## src/rtl/dual_rail_tp_tx_ctrl.sv

```systemverilog
// dual_rail_tp_tx_ctrl
//   Drives a WIDTH-bit dual-rail, two-phase (transition-signalled) link from
//   a clocked valid/ready producer. For each accepted word, bit i toggles its
//   true rail out[i][1] when the bit is 1, or its false rail out[i][0] when
//   the bit is 0. The controller then waits for the receiver's toggle-ack.
//   The ack arrives asynchronously and is synchronised here. Only after that
//   ack does the controller accept the next word.
//
// Optional feature (compile-time macro): DUAL_RAIL_TX_ACK_TIMEOUT_EN
//   When defined, a 16-bit wait counter runs while a word is in flight.
//   When it reaches TIMEOUT, the sticky timeout_err flag is set. A late ack
//   still completes the word. When the macro is undefined, timeout_err is
//   tied to 0.
//
// Parameters
//   WIDTH        data bits (link is WIDTH x 2 rails)
//   SYNC_STAGES  ack synchroniser depth, 2..4
//   TIMEOUT      WAIT_ACK cycles before timeout_err, 1..65535
//
// Ports
//   clk          clock, rising edge
//   rst_n        asynchronous active-low reset
//   in_data      word to send, sampled when in_valid & in_ready
//   in_valid     producer has a word
//   in_ready     controller can accept a word (combinational)
//   out          dual-rail link, [i][1]=true rail, [i][0]=false rail
//   ack_in       receiver toggle-ack, asynchronous to clk
//   busy         word in flight
//   tx_count     completed words, wraps modulo 2^16
//   proto_err    sticky: ack toggle seen while idle
//   timeout_err  sticky: ack overdue (feature macro only)
//   err_clr      synchronous clear of both error flags
module dual_rail_tp_tx_ctrl #(
  parameter int WIDTH       = 1,
  parameter int SYNC_STAGES = 2,
  parameter int TIMEOUT     = 255
) (
  input  logic                  clk,
  input  logic                  rst_n,
  input  logic [WIDTH-1:0]      in_data,
  input  logic                  in_valid,
  output logic                  in_ready,
  output logic [WIDTH-1:0][1:0] out,
  input  logic                  ack_in,
  output logic                  busy,
  output logic [15:0]           tx_count,
  output logic                  proto_err,
  output logic                  timeout_err,
  input  logic                  err_clr
);

  // Elaboration-time parameter range checks.
  if (SYNC_STAGES < 2 || SYNC_STAGES > 4) begin : g_bad_sync
    $error("SYNC_STAGES must be 2..4");
  end
  if (TIMEOUT < 1 || TIMEOUT > 65535) begin : g_bad_timeout
    $error("TIMEOUT must be 1..65535");
  end

  typedef enum logic {
    IDLE,
    WAIT_ACK
  } state_t;

  state_t                  state_reg;
  logic [SYNC_STAGES-1:0]  sync_reg;
  logic                    ack_last_reg;
  logic [WIDTH-1:0][1:0]   rail_reg;
  logic [WIDTH-1:0][1:0]   toggle_mask;
  logic                    busy_reg;
  logic [15:0]             tx_count_reg;
  logic [15:0]             tx_count_next;
  logic                    proto_err_reg;

  logic                    ack_s;
  logic                    ack_evt;
  logic                    accept;
  logic                    idle_evt;
  logic                    done_evt;

  // Each bit flips exactly one of its two rails, selected by the data value.
  for (genvar gi = 0; gi < WIDTH; gi++) begin : g_mask
    assign toggle_mask[gi] = in_data[gi] ? 2'b10 : 2'b01;
  end

  assign ack_s    = sync_reg[SYNC_STAGES-1];
  assign ack_evt  = ack_s ^ ack_last_reg;
  // Gated with rst_n so that nothing is offered to the producer while the
  // controller is held in reset.
  assign in_ready = (state_reg == IDLE) & rst_n;
  assign accept   = in_valid & in_ready;
  assign idle_evt = (state_reg == IDLE) & ack_evt;
  assign done_evt = (state_reg == WAIT_ACK) & ack_evt;

  // The counter register is rewritten every cycle from its own value. This
  // keeps the path simple: one adder and one enable.
  always_comb begin
    tx_count_next = tx_count_reg;
    if (done_evt) begin
      tx_count_next = tx_count_reg + 16'd1;
    end
  end

  always_ff @(posedge clk or negedge rst_n) begin
    if (!rst_n) begin
      state_reg     <= IDLE;
      sync_reg      <= '0;
      ack_last_reg  <= 1'b0;
      rail_reg      <= '0;
      busy_reg      <= 1'b0;
      tx_count_reg  <= 16'd0;
      proto_err_reg <= 1'b0;
    end else begin
      sync_reg      <= {sync_reg[SYNC_STAGES-2:0], ack_in};
      tx_count_reg  <= tx_count_next;
      // A new error takes priority over a clear in the same cycle.
      proto_err_reg <= idle_evt | (proto_err_reg & ~err_clr);

      // Each ack toggle is consumed exactly once, whichever state sees it.
      if (ack_evt) begin
        ack_last_reg <= ack_s;
      end

      case (state_reg)
        IDLE: begin
          // An unexpected toggle in IDLE does not block a simultaneous
          // acceptance; the word still goes out.
          if (accept) begin
            rail_reg  <= rail_reg ^ toggle_mask;
            busy_reg  <= 1'b1;
            state_reg <= WAIT_ACK;
          end
        end
        WAIT_ACK: begin
          if (ack_evt) begin
            busy_reg  <= 1'b0;
            state_reg <= IDLE;
          end
        end
        default: begin
          state_reg <= IDLE;
        end
      endcase
    end
  end

`ifdef DUAL_RAIL_TX_ACK_TIMEOUT_EN
  localparam logic [15:0] TIMEOUT_L = 16'(TIMEOUT);

  logic [15:0] wait_cnt_reg;
  logic        timeout_err_reg;
  logic        timeout_set;

  // Fires on the TIMEOUT-th clock edge spent waiting. The counter holds the
  // number of WAIT_ACK edges already seen.
  assign timeout_set = (state_reg == WAIT_ACK) & ~ack_evt &
                       ((wait_cnt_reg + 16'd1) == TIMEOUT_L);

  always_ff @(posedge clk or negedge rst_n) begin
    if (!rst_n) begin
      wait_cnt_reg    <= 16'd0;
      timeout_err_reg <= 1'b0;
    end else begin
      timeout_err_reg <= timeout_set | (timeout_err_reg & ~err_clr);
      if (accept) begin
        wait_cnt_reg <= 16'd0;
      end else if (state_reg == WAIT_ACK && !ack_evt && wait_cnt_reg != 16'hFFFF) begin
        wait_cnt_reg <= wait_cnt_reg + 16'd1;
      end
    end
  end

  assign timeout_err = timeout_err_reg;
`else
  assign timeout_err = 1'b0;
`endif

  assign out       = rail_reg;
  assign busy      = busy_reg;
  assign tx_count  = tx_count_reg;
  assign proto_err = proto_err_reg;

endmodule

```

## config.mk

```make
export PLATFORM = sky130hd
export DESIGN_NAME = dual_rail_tp_tx_ctrl
export DESIGN_NICKNAME = d
export VERILOG_FILES = /design/src/rtl/dual_rail_tp_tx_ctrl.sv
export SDC_FILE = /design/constraint.sdc
export NUM_CORES = 1
export LEC_CHECK = 0
export ABC_AREA = 1
export CAP_MARGIN = 20
export CORE_MARGIN = 8
export CORE_UTILIZATION = 46
export CTS_CLUSTER_SIZE = 12
export DETAILED_ROUTE_END_ITERATION = 10
export GPL_ROUTABILITY_DRIVEN = 1
export GPL_TIMING_DRIVEN = 0
export PLACE_DENSITY = 0.78
export SYNTH_ARGS = -nofsm -noshare
export SYNTH_HDL_FRONTEND = slang
export SYNTH_SLANG_ARGS = --single-unit
```

## constraint.sdc

```tcl
create_clock -name clk -period 1.9 [get_ports clk]
set_clock_uncertainty 0.1 [all_clocks]
set_input_delay 0.38 -clock clk [delete_from_list [all_inputs] [get_ports clk]]
set_output_delay 0.38 -clock clk [all_outputs]
set_load 0.05 [all_outputs]
```

==> impl_metrics.json <==
{
  "maxCapViolations": 0,
  "ys_seq_area_share_pct": 52.1,
  "hold_depth": 0,
  "slew_viol_final": 0,
  "critPathRequiredTime_ns": 1.42,
  "cpPeakStageDelay_ns": 0.45,
  "ys_warn_count": 0,
  "io-pin-count": 28,
  "cts_tree": "yes",
  "reg2reg_depth": 8,
  "gp_congestion": 0.782,
  "crit_arrival_ns": 1.36,
  "first_pass_iters": 4,
  "setup_viol": 0,
  "start_kind": "flip-flop",
  "area_growth_pct": 27.6,
  "fin_ws_ns": 0.0564,
  "track_usage_pct": 11.7,
  "r2r-end": "tx_count[14]",
  "critPathMaxFanout": 4,
  "dp_cells": 187,
  "layout_common_cells": "nand2_1, dfrtp_1, dlygate4sd2_1",
  "cts_htree_levels": 1,
  "path_cells": "nor2_1 -> clkdlybuf4s18_2",
  "grt_overflow_total": 0,
  "die_w_um": 66.1,
  "syn_inst": 131,
  "nFillCells": 234,
  "drc": 0,
  "io_buffers": 26,
  "clk_path_buf_depth": 2,
  "rrSetupSlack_ns": 0.41,
  "crit_family": "flip-flops",
  "start_util_pct": 47.4,
  "syn_area_um2": 1150,
  "critical_path_class": "flip-flop to output port",
  "p_leak_uw": 0.000808,
  "place_ws_ns": -1.36,
  "period_share_pct": 97.0,
  "final_core_util_pct": 60.4,
  "ant_nets": 0,
  "p_per_area_nw_per_um2": 985,
  "multi_input_area_um2": 487,
  "min_to": "sync_reg[1]",
  "synth-seq-cells": 24,
  "cts_buffers": 3,
  "holdCritPathClass": "flip-flop to flip-flop",
  "rsz0062_at_grt": "no",
  "grt_pass1_vias": 958,
  "antenna_cells": 0,
  "drive_above_1_share_pct": 10.5,
  "grt_antenna_before_repair": 0,
  "grt_pass1_wl_mm": 4.08,
  "path_clk_slew_ns": 0.12,
  "fp.dieH_um": 66.1,
  "num_vias": 910,
  "worst_path_max_delay_cell": "dfrtp_1",
  "wirelength_mm": 2.26,
  "dp_hpwl_mm": 1.73,
  "rows": 18,
  "largest_reg_flops": 16,
  "dieArea_um2": 4360,
  "critPathBufInv": 1,
  "fmax_mhz": 542,
  "min-delay-start": "sync_reg[0]",
  "cts-root-buf": "clkbuf_4",
  "fin_crit_ns": 1.84,
  "mostFrequentLayoutCell": "nand2_1",
  "hold_viol": 0,
  "peakVddDrop_v": 0.000823,
  "via_per_inst": 4.74,
  "nets": 171,
  "r2r_start": "tx_count[0]",
  "cp-end-kind": "output port",
  "grt_max_degree": 25,
  "core_um2": 2430,
  "seqCellArea_um2": 601,
  "avgSynthCellArea_um2": 8.80,
  "drtIter0Drc": 39,
  "clock_sinks": 24,
  "synth_nets": 138,
  "instances_no_fill": 192,
  "totalPowerFinal_uw": 1450,
  "wl_per_cell_um": 11.8,
  "ys_types": 21,
  "clk_latency_ns": 0.30,
  "status": "finished, final reports clean"
}
worst register-to-register path: stages (launching register included):
cell and delay (ns):
dfrtp_1 0.42, ha_1 0.19, nand2_1 0.07, nor2_2 0.14, nand2_1 0.11, nor2_4 0.17, nand2_1 0.08, nand2_1 0.07
nand2_1 0.05
layer usage:
layer / GRT usage, % / vias to the layer above / part of all wire (%)
met5: 0 / - / 0
met4: 6.40 / 0 / 1.6
met3: 2.54 / 2 / 4.5
met2: 21.1 / 15 / 52
met1: 12.5 / 432 / 42
li1: - / 461 / -
how the worst max path moves through the flow:
stage / start / to / slack (ns) / depth (start not counted)
floorplan: state_reg / out[0] / 0.10 / 4
global placement: rst_n / in_ready / -1.32 / 4
detailed placement: rst_n / in_ready / -1.36 / 4
CTS: state_reg / in_ready / 0.05 / 2
global route: state_reg / in_ready / 0.003 / 2
finish: state_reg / in_ready / 0.06 / 2
cell type report:
class	count	share of cell area [%]
Buffer	2	0.851
Inverter	14	3.57
Multi-Input combinational cell	91	33.1
Timing Repair Buffer	28	17.5
Tap cell	30	2.55
Clock buffer	3	1.53
Sequential cell	24	40.9
power by group:
part	switching (uW)	total, uW	internal, uW
logic	418	574	156
registers	69.8	664	594
clock network	137	211	73.8
synth_stat cells:
cell type	count	area, um2
o22ai_1	1	6.26
nor2_2	1	6.26
inv_2	1	3.75
nand2_1	49	184
nand3b_1	6	45.0
nand3_4	1	17.5
nand2_2	2	12.5
xnor2_1	4	35.0
and2_1	1	6.26
buf_4	1	7.51
buf_2	1	5.00
nor2_1	9	33.8
conb_1	1	3.75
nand4_1	1	6.26
ha_1	1	12.5
nand3_1	3	15.0
nor3_1	1	5.00
xor2_1	6	52.6
dfrtp_1	24	601
nor2_4	4	45.0
inv_1	13	48.8
logic make-up (layout without fill, tap and decap cells):
kind of cell             Yosys count  in the layout  share of synthesized area (%)
flip-flops                        24             24                           52.1
buffers and inverters             16             47                           5.65
AND/OR/NAND/NOR                   78             78                           32.7
AO/OA/AOI/OAI                      1              1                          0.543
other                              1              1                          0.325
XOR/XNOR                          10             10                           7.60
adder cells (fa/ha/maj)            1              1                           1.09
through the flow:
step / hold slack (ns) / instance area [um2] / setup TNS [ns]
final: 0.261 / 1470 / 0
after global routing: 0.265 / 1470 / 0
after CTS: 0.265 / 1460 / 0
after detailed placement: 0.236 / 1450 / -3.35
after global placement: 0.233 / 1450 / -3.08
after floorplan: -0.0156 / 1150 / 0
what timing repair did:
item / in CTS / in global routing
hold buffers: 1 / 0
gates resized for setup: 29 / 1
setup buffers: 0 / 0
endpoints found under the setup margin: 25 / 1
endpoints found under the hold margin: 24 / 0
Power figures use the tool's default switching activity.
